==> src/rtl/imm_encoder_pkg.sv <==
// Shared types and constants for the rotated-immediate encoder and operand shifter.
package imm_encoder_pkg;

    localparam int unsigned DATA_W      = 32;
    localparam int unsigned ROT_W       = 4;
    localparam int unsigned IMM8_W      = 8;
    localparam int unsigned SHAMT_W     = 5;
    localparam int unsigned IMM_FIELD_W = 12;

    localparam logic [ROT_W-1:0] ROT_LAST = 4'd15;

    typedef enum logic [1:0] {
        IDLE,
        SEARCH,
        DONE
    } enc_state_e;

    // Rotation field counts in units of two bit positions.
    function automatic logic [SHAMT_W-1:0] rot_amount(input logic [ROT_W-1:0] rot);
        return {rot, 1'b0};
    endfunction

endpackage

==> src/rtl/imm_encoder_if.sv <==
// Request/result bundle between the assembler/loader and the immediate encoder.
interface imm_encoder_if;
    import imm_encoder_pkg::*;

    logic                   start;
    logic [DATA_W-1:0]      value;
    logic                   busy;
    logic                   done;
    logic                   found;
    logic                   inverted;
    logic [IMM_FIELD_W-1:0] data12Out;

    modport master (
        output start, value,
        input  busy, done, found, inverted, data12Out
    );

    modport slave (
        input  start, value,
        output busy, done, found, inverted, data12Out
    );

endinterface

==> src/rtl/imm_encoder_rot_fit_check.sv <==
// Checks whether data fits an 8-bit immediate once rotated left by 2*rot.
module imm_encoder_rot_fit_check
    import imm_encoder_pkg::*;
(
    input  logic [DATA_W-1:0] data,
    input  logic [ROT_W-1:0]  rot,
    output logic              hit,
    output logic [IMM8_W-1:0] imm8
);

    logic [2*DATA_W-1:0] dbl;
    logic [DATA_W-1:0]   cand;

    // Rotate-left taken from the upper half of a doubled word.
    assign dbl  = {data, data} << rot_amount(rot);
    assign cand = dbl[2*DATA_W-1:DATA_W];
    assign hit  = (cand[DATA_W-1:IMM8_W] == '0);
    assign imm8 = cand[IMM8_W-1:0];

endmodule

==> src/rtl/imm_encoder.sv <==
// Searches one rotation per cycle for a direct or complemented ARM rotated-immediate encoding.
module imm_encoder
    import imm_encoder_pkg::*;
(
    input  logic        clk,
    input  logic        reset,
    imm_encoder_if.slave bus
);

    enc_state_e             state_q, state_d;
    logic [ROT_W-1:0]       rot_q, rot_d;
    logic [DATA_W-1:0]      val_q, val_d;
    logic                   pend_q, pend_d;
    logic [IMM_FIELD_W-1:0] rec_q, rec_d;
    logic                   busy_q, busy_d;
    logic                   done_q, done_d;
    logic                   found_q, found_d;
    logic                   inv_q, inv_d;
    logic [IMM_FIELD_W-1:0] data_q, data_d;

    logic                   dir_hit, inv_hit;
    logic [IMM8_W-1:0]      dir_imm, inv_imm;

    imm_encoder_rot_fit_check u_fit_direct (
        .data (val_q),
        .rot  (rot_q),
        .hit  (dir_hit),
        .imm8 (dir_imm)
    );

    imm_encoder_rot_fit_check u_fit_inverted (
        .data (~val_q),
        .rot  (rot_q),
        .hit  (inv_hit),
        .imm8 (inv_imm)
    );

    always_ff @(posedge clk or posedge reset) begin
        if (reset) begin
            state_q <= IDLE;
            rot_q   <= '0;
            val_q   <= '0;
            pend_q  <= 1'b0;
            rec_q   <= '0;
            busy_q  <= 1'b0;
            done_q  <= 1'b0;
            found_q <= 1'b0;
            inv_q   <= 1'b0;
            data_q  <= '0;
        end else begin
            state_q <= state_d;
            rot_q   <= rot_d;
            val_q   <= val_d;
            pend_q  <= pend_d;
            rec_q   <= rec_d;
            busy_q  <= busy_d;
            done_q  <= done_d;
            found_q <= found_d;
            inv_q   <= inv_d;
            data_q  <= data_d;
        end
    end

    always_comb begin
        state_d = state_q;
        rot_d   = rot_q;
        val_d   = val_q;
        pend_d  = pend_q;
        rec_d   = rec_q;
        busy_d  = busy_q;
        done_d  = 1'b0;
        found_d = found_q;
        inv_d   = inv_q;
        data_d  = data_q;

        unique case (state_q)
            IDLE: begin
                if (bus.start) begin
                    val_d   = bus.value;
                    rot_d   = '0;
                    pend_d  = 1'b0;
                    rec_d   = '0;
                    found_d = 1'b0;
                    inv_d   = 1'b0;
                    data_d  = '0;
                    busy_d  = 1'b1;
                    state_d = SEARCH;
                end
            end
            SEARCH: begin
                if (dir_hit) begin
                    data_d  = {rot_q, dir_imm};
                    found_d = 1'b1;
                    inv_d   = 1'b0;
                    done_d  = 1'b1;
                    state_d = DONE;
                end else begin
                    // Keep only the first (smallest rotation) complement hit.
                    if (inv_hit && !pend_q) begin
                        pend_d = 1'b1;
                        rec_d  = {rot_q, inv_imm};
                    end
                    if (rot_q == ROT_LAST) begin
                        if (pend_q || inv_hit) begin
                            found_d = 1'b1;
                            inv_d   = 1'b1;
                            data_d  = pend_q ? rec_q : {rot_q, inv_imm};
                        end
                        done_d  = 1'b1;
                        state_d = DONE;
                    end else begin
                        rot_d = rot_q + 4'd1;
                    end
                end
            end
            DONE: begin
                busy_d  = 1'b0;
                state_d = IDLE;
            end
            default: state_d = IDLE;
        endcase
    end

    assign bus.busy      = busy_q;
    assign bus.done      = done_q;
    assign bus.found     = found_q;
    assign bus.inverted  = inv_q;
    assign bus.data12Out = data_q;

endmodule

==> src/flat_wrapper.sv <==
// flat-port wrapper written by rule: the top's interface ports become plain ports
module imm_encoder_flat import imm_encoder_pkg::*;
  (clk, reset, bus_start, bus_value, bus_busy, bus_done, bus_found, bus_inverted, bus_data12Out);
  imm_encoder_if bus_i ();
  input  logic clk;
  input  logic reset;
  input wire logic [$bits(bus_i.start)-1:0] bus_start;
  input wire logic [$bits(bus_i.value)-1:0] bus_value;
  output wire logic [$bits(bus_i.busy)-1:0] bus_busy;
  output wire logic [$bits(bus_i.done)-1:0] bus_done;
  output wire logic [$bits(bus_i.found)-1:0] bus_found;
  output wire logic [$bits(bus_i.inverted)-1:0] bus_inverted;
  output wire logic [$bits(bus_i.data12Out)-1:0] bus_data12Out;
  assign bus_i.start = bus_start;
  assign bus_i.value = bus_value;
  assign bus_busy = bus_i.busy;
  assign bus_done = bus_i.done;
  assign bus_found = bus_i.found;
  assign bus_inverted = bus_i.inverted;
  assign bus_data12Out = bus_i.data12Out;
  imm_encoder u_core (.clk(clk), .reset(reset), .bus(bus_i));
endmodule
==> config.mk <==
export PLATFORM = sky130hd
export DESIGN_NAME = imm_encoder_flat
export DESIGN_NICKNAME = d
export VERILOG_FILES = /design/src/rtl/imm_encoder_pkg.sv /design/src/rtl/imm_encoder_if.sv /design/src/rtl/imm_encoder_rot_fit_check.sv /design/src/rtl/imm_encoder.sv /design/src/flat_wrapper.sv
export SDC_FILE = /design/constraint.sdc
export NUM_CORES = 1
export LEC_CHECK = 0
export BUFFER_PORTS_ARGS = -buffer_cell sky130_fd_sc_hd__buf_2
export CAP_MARGIN = 10
export CORE_ASPECT_RATIO = 0.7
export CORE_UTILIZATION = 35
export DETAILED_ROUTE_END_ITERATION = 6
export GPL_TIMING_DRIVEN = 0
export PLACE_DENSITY = 0.56
export SLEW_MARGIN = 40
export SYNTH_ARGS = -nofsm -noshare
export SYNTH_HDL_FRONTEND = slang
export SYNTH_SLANG_ARGS = --single-unit
==> constraint.sdc <==
create_clock -name clk -period 3 [get_ports clk]
set_input_delay 0.3 -clock clk [delete_from_list [all_inputs] [get_ports clk]]
set_output_delay 0.3 -clock clk [all_outputs]
set_load 0.01 [all_outputs]
## Word level (Yosys, flattened, before mapping)

Cells that the tools add are included.

| cells by class | value |
|---|---|
| $add $sub $neg | 1 |
| equal/unequal tests | 9 |
| shifts and indexed selects | 2 |
| mux-type cells | 32 |
| bitwise operators | 1 |
| reduce and logical (&&, ||, !) cells | 14 |

Operator list:

| kind | number |
|---|---|
| 64-bit by 5-bit << shifter with 64-bit output | 2 |
| 12-bit 2-to-1 mux | 7 |
| 24-bit zero test | 2 |
| 12-bit one-hot mux with 2 select lines | 2 |
| 32-bit NOT | 1 |
| 4-bit 2-to-1 mux | 3 |
| 4-bit AND reduction | 3 |
| 1-bit 2-to-1 mux | 11 |
| 1-bit one-hot mux with 2 select lines | 4 |
| 4-bit one-hot mux with 2 select lines | 1 |
| 2-bit 2-to-1 mux | 3 |
| 2-bit != test, second input constant | 3 |
| 3-bit by 1-bit != test with 1-bit output, second input constant | 2 |
| 2-bit AND reduction | 3 |
| 4-bit by 1-bit adder with 4-bit output, second input constant | 1 |
| 4-bit equality test, second input constant | 1 |
| 2-bit one-hot mux with 2 select lines | 1 |
| 2-bit nonzero test | 2 |
| 2-bit by 1-bit equality test with 1-bit output, second input constant | 1 |
| 2-bit equality test, second input constant | 1 |
| 2-bit zero test | 1 |
| 2-bit by 1-bit != test with 1-bit output, second input constant | 1 |
| 1-bit logical AND | 1 |
| 1-bit zero test | 1 |
| 1-bit logical OR | 1 |

| word-level totals | value |
|---|---|
| flip-flop bits (word level) | 67 |
| output and inout port bits | 16 |

## Logic depth before layout (Yosys ltp)

| logic depth | value |
|---|---|
| word-level depth | 8 |
| gate-level depth with buffers | 13 |
| gate-level depth less buffers | 8 |

## Hierarchy

From an unflattened synthesis, not the netlist that was laid out.

| unflattened totals | value |
|---|---|
| cell total of the unflattened synthesis | 654 |
| area total of the unflattened synthesis | 5766.8 µm² |

By module, submodules not included:

| module | times used | cells each | area an instance (µm²) | seq. area each (µm²) |
|---|---|---|---|---|
| imm_encoder | 1 | 282 | 2891.5 | 1676.6 |
| imm_encoder_rot_fit_check | 2 | 186 | 1437.6 | 0.0 |

## Least setup slack after synthesis

OpenSTA, ideal clock, no wires.

| timing path | value |
|---|---|
| kind | register -> register |
| from | register u_core.rot_q[0] |
| to | register u_core.data_q[10] (netlist: u_core.bus.data12Out[10]) |
| arrival time | 3.005 ns |
| data required time | 2.874 ns |
| slack | -0.131 ns |
| cell stages (with the launch flop) | 12 |
| buffers on the path | 3 |
| clock period less this slack | 3.131 ns |
| cells stage by stage | dfrtp_1 -> buf_6 -> buf_6 -> mux4_2 -> a22oi_1 -> nand3_1 -> or4b_4 -> a211oi_4 -> nand2_2 -> a31o_4 -> buf_6 -> a221o_1 |

| on the way | value |
|---|---|
| cells in the longest elaborated chain, start to end | 5 |
| elaborated cells between the ends (all ways) | 11 |

Ends and longest elaborated chain:

| item | line | text |
|---|---|---|
| from (decl) | imm_encoder.sv:11 | `logic [ROT_W-1:0] rot_q, rot_d;` |
| from (signal assigned) | imm_encoder.sv:52 | `rot_q <= rot_d;` |
| 64-bit by 5-bit << shifter with 64-bit output | imm_encoder_rot_fit_check.sv:15 | `assign dbl = {data, data} << rot_amount(rot);` |
| 24-bit zero test | imm_encoder_rot_fit_check.sv:17 | `assign hit = (cand[DATA_W-1:IMM8_W] == '0);` |
| 1-bit logical OR | imm_encoder.sv:104 | `if (pend_q \|\| inv_hit) begin` |
| 3-bit by 1-bit != test with 1-bit output (no line) | - |  |
| 4-bit AND reduction (no line) | - |  |
| to (signal assigned) | imm_encoder.sv:60 | `data_q <= data_d;` |
| to (decl) | imm_encoder.sv:19 | `logic [IMM_FIELD_W-1:0] data_q, data_d;` |

Parallel ways exist; a longest one is shown, timed or not.
A chain may end at the register's enable or synchronous reset.

## Final worst setup path

| timing path | value |
|---|---|
| from | register u_core.rot_q[1] |
| to | register u_core.data_q[1] (netlist: u_core.bus.data12Out[1]) |

| on the way | value |
|---|---|
| cells in the longest elaborated chain, start to end | 6 |
| elaborated cells between the ends (all ways) | 14 |

Ends and longest elaborated chain:

| item |
|---|
| branches (longest 6 deep; another with 64-bit by 5-bit << shifter with 64-bit output) |

Several ways; the timed one is not identified. The select of a mux whose other input is x is not followed.

==> out/metrics.cfg <==
[clocking]
htree_levels=3
clock-root-buffer=clkbuf_16
path_clk_slew_ps=50
clk_latency_ps=340
clock_sinks=67
clockBufferDepth=2
cts_buffers=9
cts_tree=built

[hold_path]
min_path_type=in2reg
holdPathEnd=u_core.val_q[13]$_DFFE_PP0P_
worstHoldPathCells=2
min_from=bus_value[13]

[layout]
drive_above_1_share_pct=48.99
antenna_cells=0
areaGrowthSynthToFinish_pct=29.99
multi_input_area_mm2=0.003466
fillers=1281
ff_latch_area_mm2=0.001678
fin_cells=733
layout.nets=575
fin_util_pct=47.24

[logic_synthesis]
synth-seq-cells=67
netlist_top_cells_count=67 x dfrtp_1, 47 x mux2_2, 46 x mux4_2
synthTopCellsByArea=dfrtp_1 33%, mux4_2 20%, mux2_2 10%
seq_area_frac_synth_pct=32.72
post-synth-top-count-cell=dfrtp_1
syn-cell-area_mm2=0.005124
synth_cells=439
synth_nets=475
synth_async_sr_flop_share_pct=100.0
avgSynthCellArea_um2=11.67
synth_top_area_share_pct=32.72
synth_cell_types=49
synth_edf_count=0
synth_flop_cell=dfrtp_1
yosysWarnings=0
synth_top_area_cell=dfrtp_1

[critical_path]
path_cells=buf_8, buf_12, mux4_2, mux2i_1, mux2i_2, or4b_4, a211oi_4, nand2_4, a31o_4, clkbuf_16, mux2_4
start_kind=register
worstReg2RegEnd=u_core.bus.data12Out[1]$_DFFE_PP0P_
cp_num_buf_inv=3
cp.required_ps=3220
r2r_start=u_core.rot_q[1]$_DFFE_PP0P_
slowest_delay_ps=540
reg2regPathDepth=11
path_class=reg2reg
cp_data_arrival_time_ps=3550
worst-path-max-fanout=6
cp_top_family=multiplexers
startpoint=u_core.rot_q[1]$_DFFE_PP0P_
endpoint_kind=register
path_depth=11
slowest_stage=or4b_4
reg2reg_slack_ps=-330

[timing]
rsz0062_at_grt=yes
fin_crit_ps=3328
tightest_slew_ps=822.4
worst_clock_skew_ps=4.992
layout_setup_ws_ps=-327.7
setup_viol=33
slew_viol_final=0
slew_headroom_pct=44.97
fmax_ghz=0.3005
hold_viol_final=0
post-route-period-util_pct=110.9

[status]
outcome=complete, but fails checks
violations=negative setup slack

[drt]
post-route-drc-count=0
num_vias=4449
wl_per_cell_um=22.65
antenna_left=0
wl_um=16600
drtPass1Iterations=5
routed_via_density=6.070
initialDrtViolationCount=560

[power]
power_switching_w=0.003843
power.leakage_nw=2.808
finalPower_w=0.008822
internal_power_w=0.004979
combinationalPowerShare_pct=67.5
clockPowerShare_pct=11.8
p_per_area_mw_per_mm2=1325
irDropWorstVdd_mv=0.4831
pwr-share-seq_pct=20.7
sw_frac_of_total_pct=43.56

[floorplan]
core_area_mm2=0.01410
dieWidth_um=146.6
start_util_pct=36.34
die_area_mm2=0.01513
dieHeight_um=103.2
core.rowCount=36
ioPinCount=51

[global_routing]
grt_max_degree=42
grt_use_total_pct=22.68
grt_pass1_vias=4313
overflow=0
grt_pass1_wl_um=25530
grt_antenna_before_repair=0

[placement]
post-dp-hpwl_um=11650
place.gp.congestion=0.9501
dp_cells=680
io_buffers=50

[run]
max_cap_viol_count=0

## cell type report
| type | count | area share (%) |
|---|---|---|
| multi-input cells | 333 | 52.04 |
| flip-flops and latches | 67 | 25.19 |
| repair buffers | 89 | 10.13 |
| plain buffers | 37 | 4.734 |
| well taps | 190 | 3.569 |
| clock buffers | 12 | 3.551 |
| clock inverters | 3 | 0.6012 |
| inverters | 2 | 0.1879 |
## repair_timing
item                                   in CTS  in global routing
resized for setup                          35                 55
gates cloned                                2                  2
endpoints found under the hold margin      26                  0
hold buffers                                1                  0
buffers inserted                           19                 14
pin swaps                                   4                 16
setup endpoints to repair                  33                 31
## layout by cell type, fill, tap and decap left out, types with 3 or more instances in the layout
master	n
buf_8	4
a22o_1	13
and4_1	3
mux2i_1	38
a221o_1	4
clkbuf_2	3
buf_4	27
a22oi_1	4
a21oi_1	10
clkbuf_1	10
dfrtp_1	66
and4b_1	4
nand2b_1	3
clkbuf_16	10
clkbuf_4	3
buf_12	6
nand4_1	4
and2_1	5
buf_6	15
mux2_4	15
mux2i_2	4
nor3_1	9
nor2_1	36
nand3_1	11
mux4_2	46
mux2_2	44
buf_2	56
o21ai_0	11
nand2_1	21
nor2b_1	3
## how the worst max path moves through the flow
stage	to	slack, ps
finish	u_core.bus.data12Out[1]$_DFFE_PP0P_	-330
CTS	u_core.bus.data12Out[10]$_DFFE_PP0P_	-360
detailed placement	u_core.bus.data12Out[6]$_DFFE_PP0P_	-700
global placement	u_core.bus.data12Out[6]$_DFFE_PP0P_	-670
global route	u_core.bus.data12Out[0]$_DFFE_PP0P_	-430
floorplan	u_core.bus.data12Out[0]$_DFFE_PP0P_	-70
## state kept, by name (all words and copies together), names as in the netlist
register,count
u_core.bus.busy,1
u_core.bus.data12Out,12
u_core.bus.done,1
u_core.bus.found,1
u_core.bus.inverted,1
u_core.pend_q,1
u_core.rec_q,12
u_core.rot_q,4
u_core.state_q,2
u_core.val_q,32
## logic make-up (layout without fill, tap and decap cells)
logic type	Yosys count	in the layout	share of synthesized area, %
fa+ha+maj	1	1	0.2442
buf+inv	39	143	4.225
flops	67	67	32.72
compound gates	65	65	9.304
mux	148	148	41.61
simple gates	119	119	11.89
## power groups by stage
stage / combinational (W) / sequential, W / clock [W]
after floorplan: 0.00377 / 0.00158 / 0
after global placement: 0.00482 / 0.00179 / 0
after detailed placement: 0.00488 / 0.00180 / 0
after CTS: 0.00542 / 0.00180 / 0.00106
after global routing: 0.00636 / 0.00188 / 0.00108
final: 0.00596 / 0.00183 / 0.00104
## worst register-to-register path, delay by kind of cell (launching register included)
kind	cells	cell delay (ps)
mux	4	1130
simple gates	2	670
compound gates	2	560
buf+inv	3	470
flops	1	380
## routing by layer
layer	part of all wire [%]	vias up	wire [um]	GRT usage, %
met5	0	-	0	0
met4	1.1	0	186	5.529
met3	10	22	1688	5.307
met2	40	272	6619	31.50
met1	49	2238	8105	35.02
li1	-	1917	-	-
## stage by stage
step	setup TNS, ps	worst slack [ps]	hold WS (ps)	area [um2]
global placement	-17560	-673.4	462.2	5654
detailed placement	-18950	-698.9	279.0	5679
global route	-10980	-432.0	195.5	6660
CTS	-6326	-356.4	187.3	6300
finish	-7730	-327.7	188.7	6660
floorplan	-756.3	-65.96	451.7	5166
(Power assumes the default switching activity.)
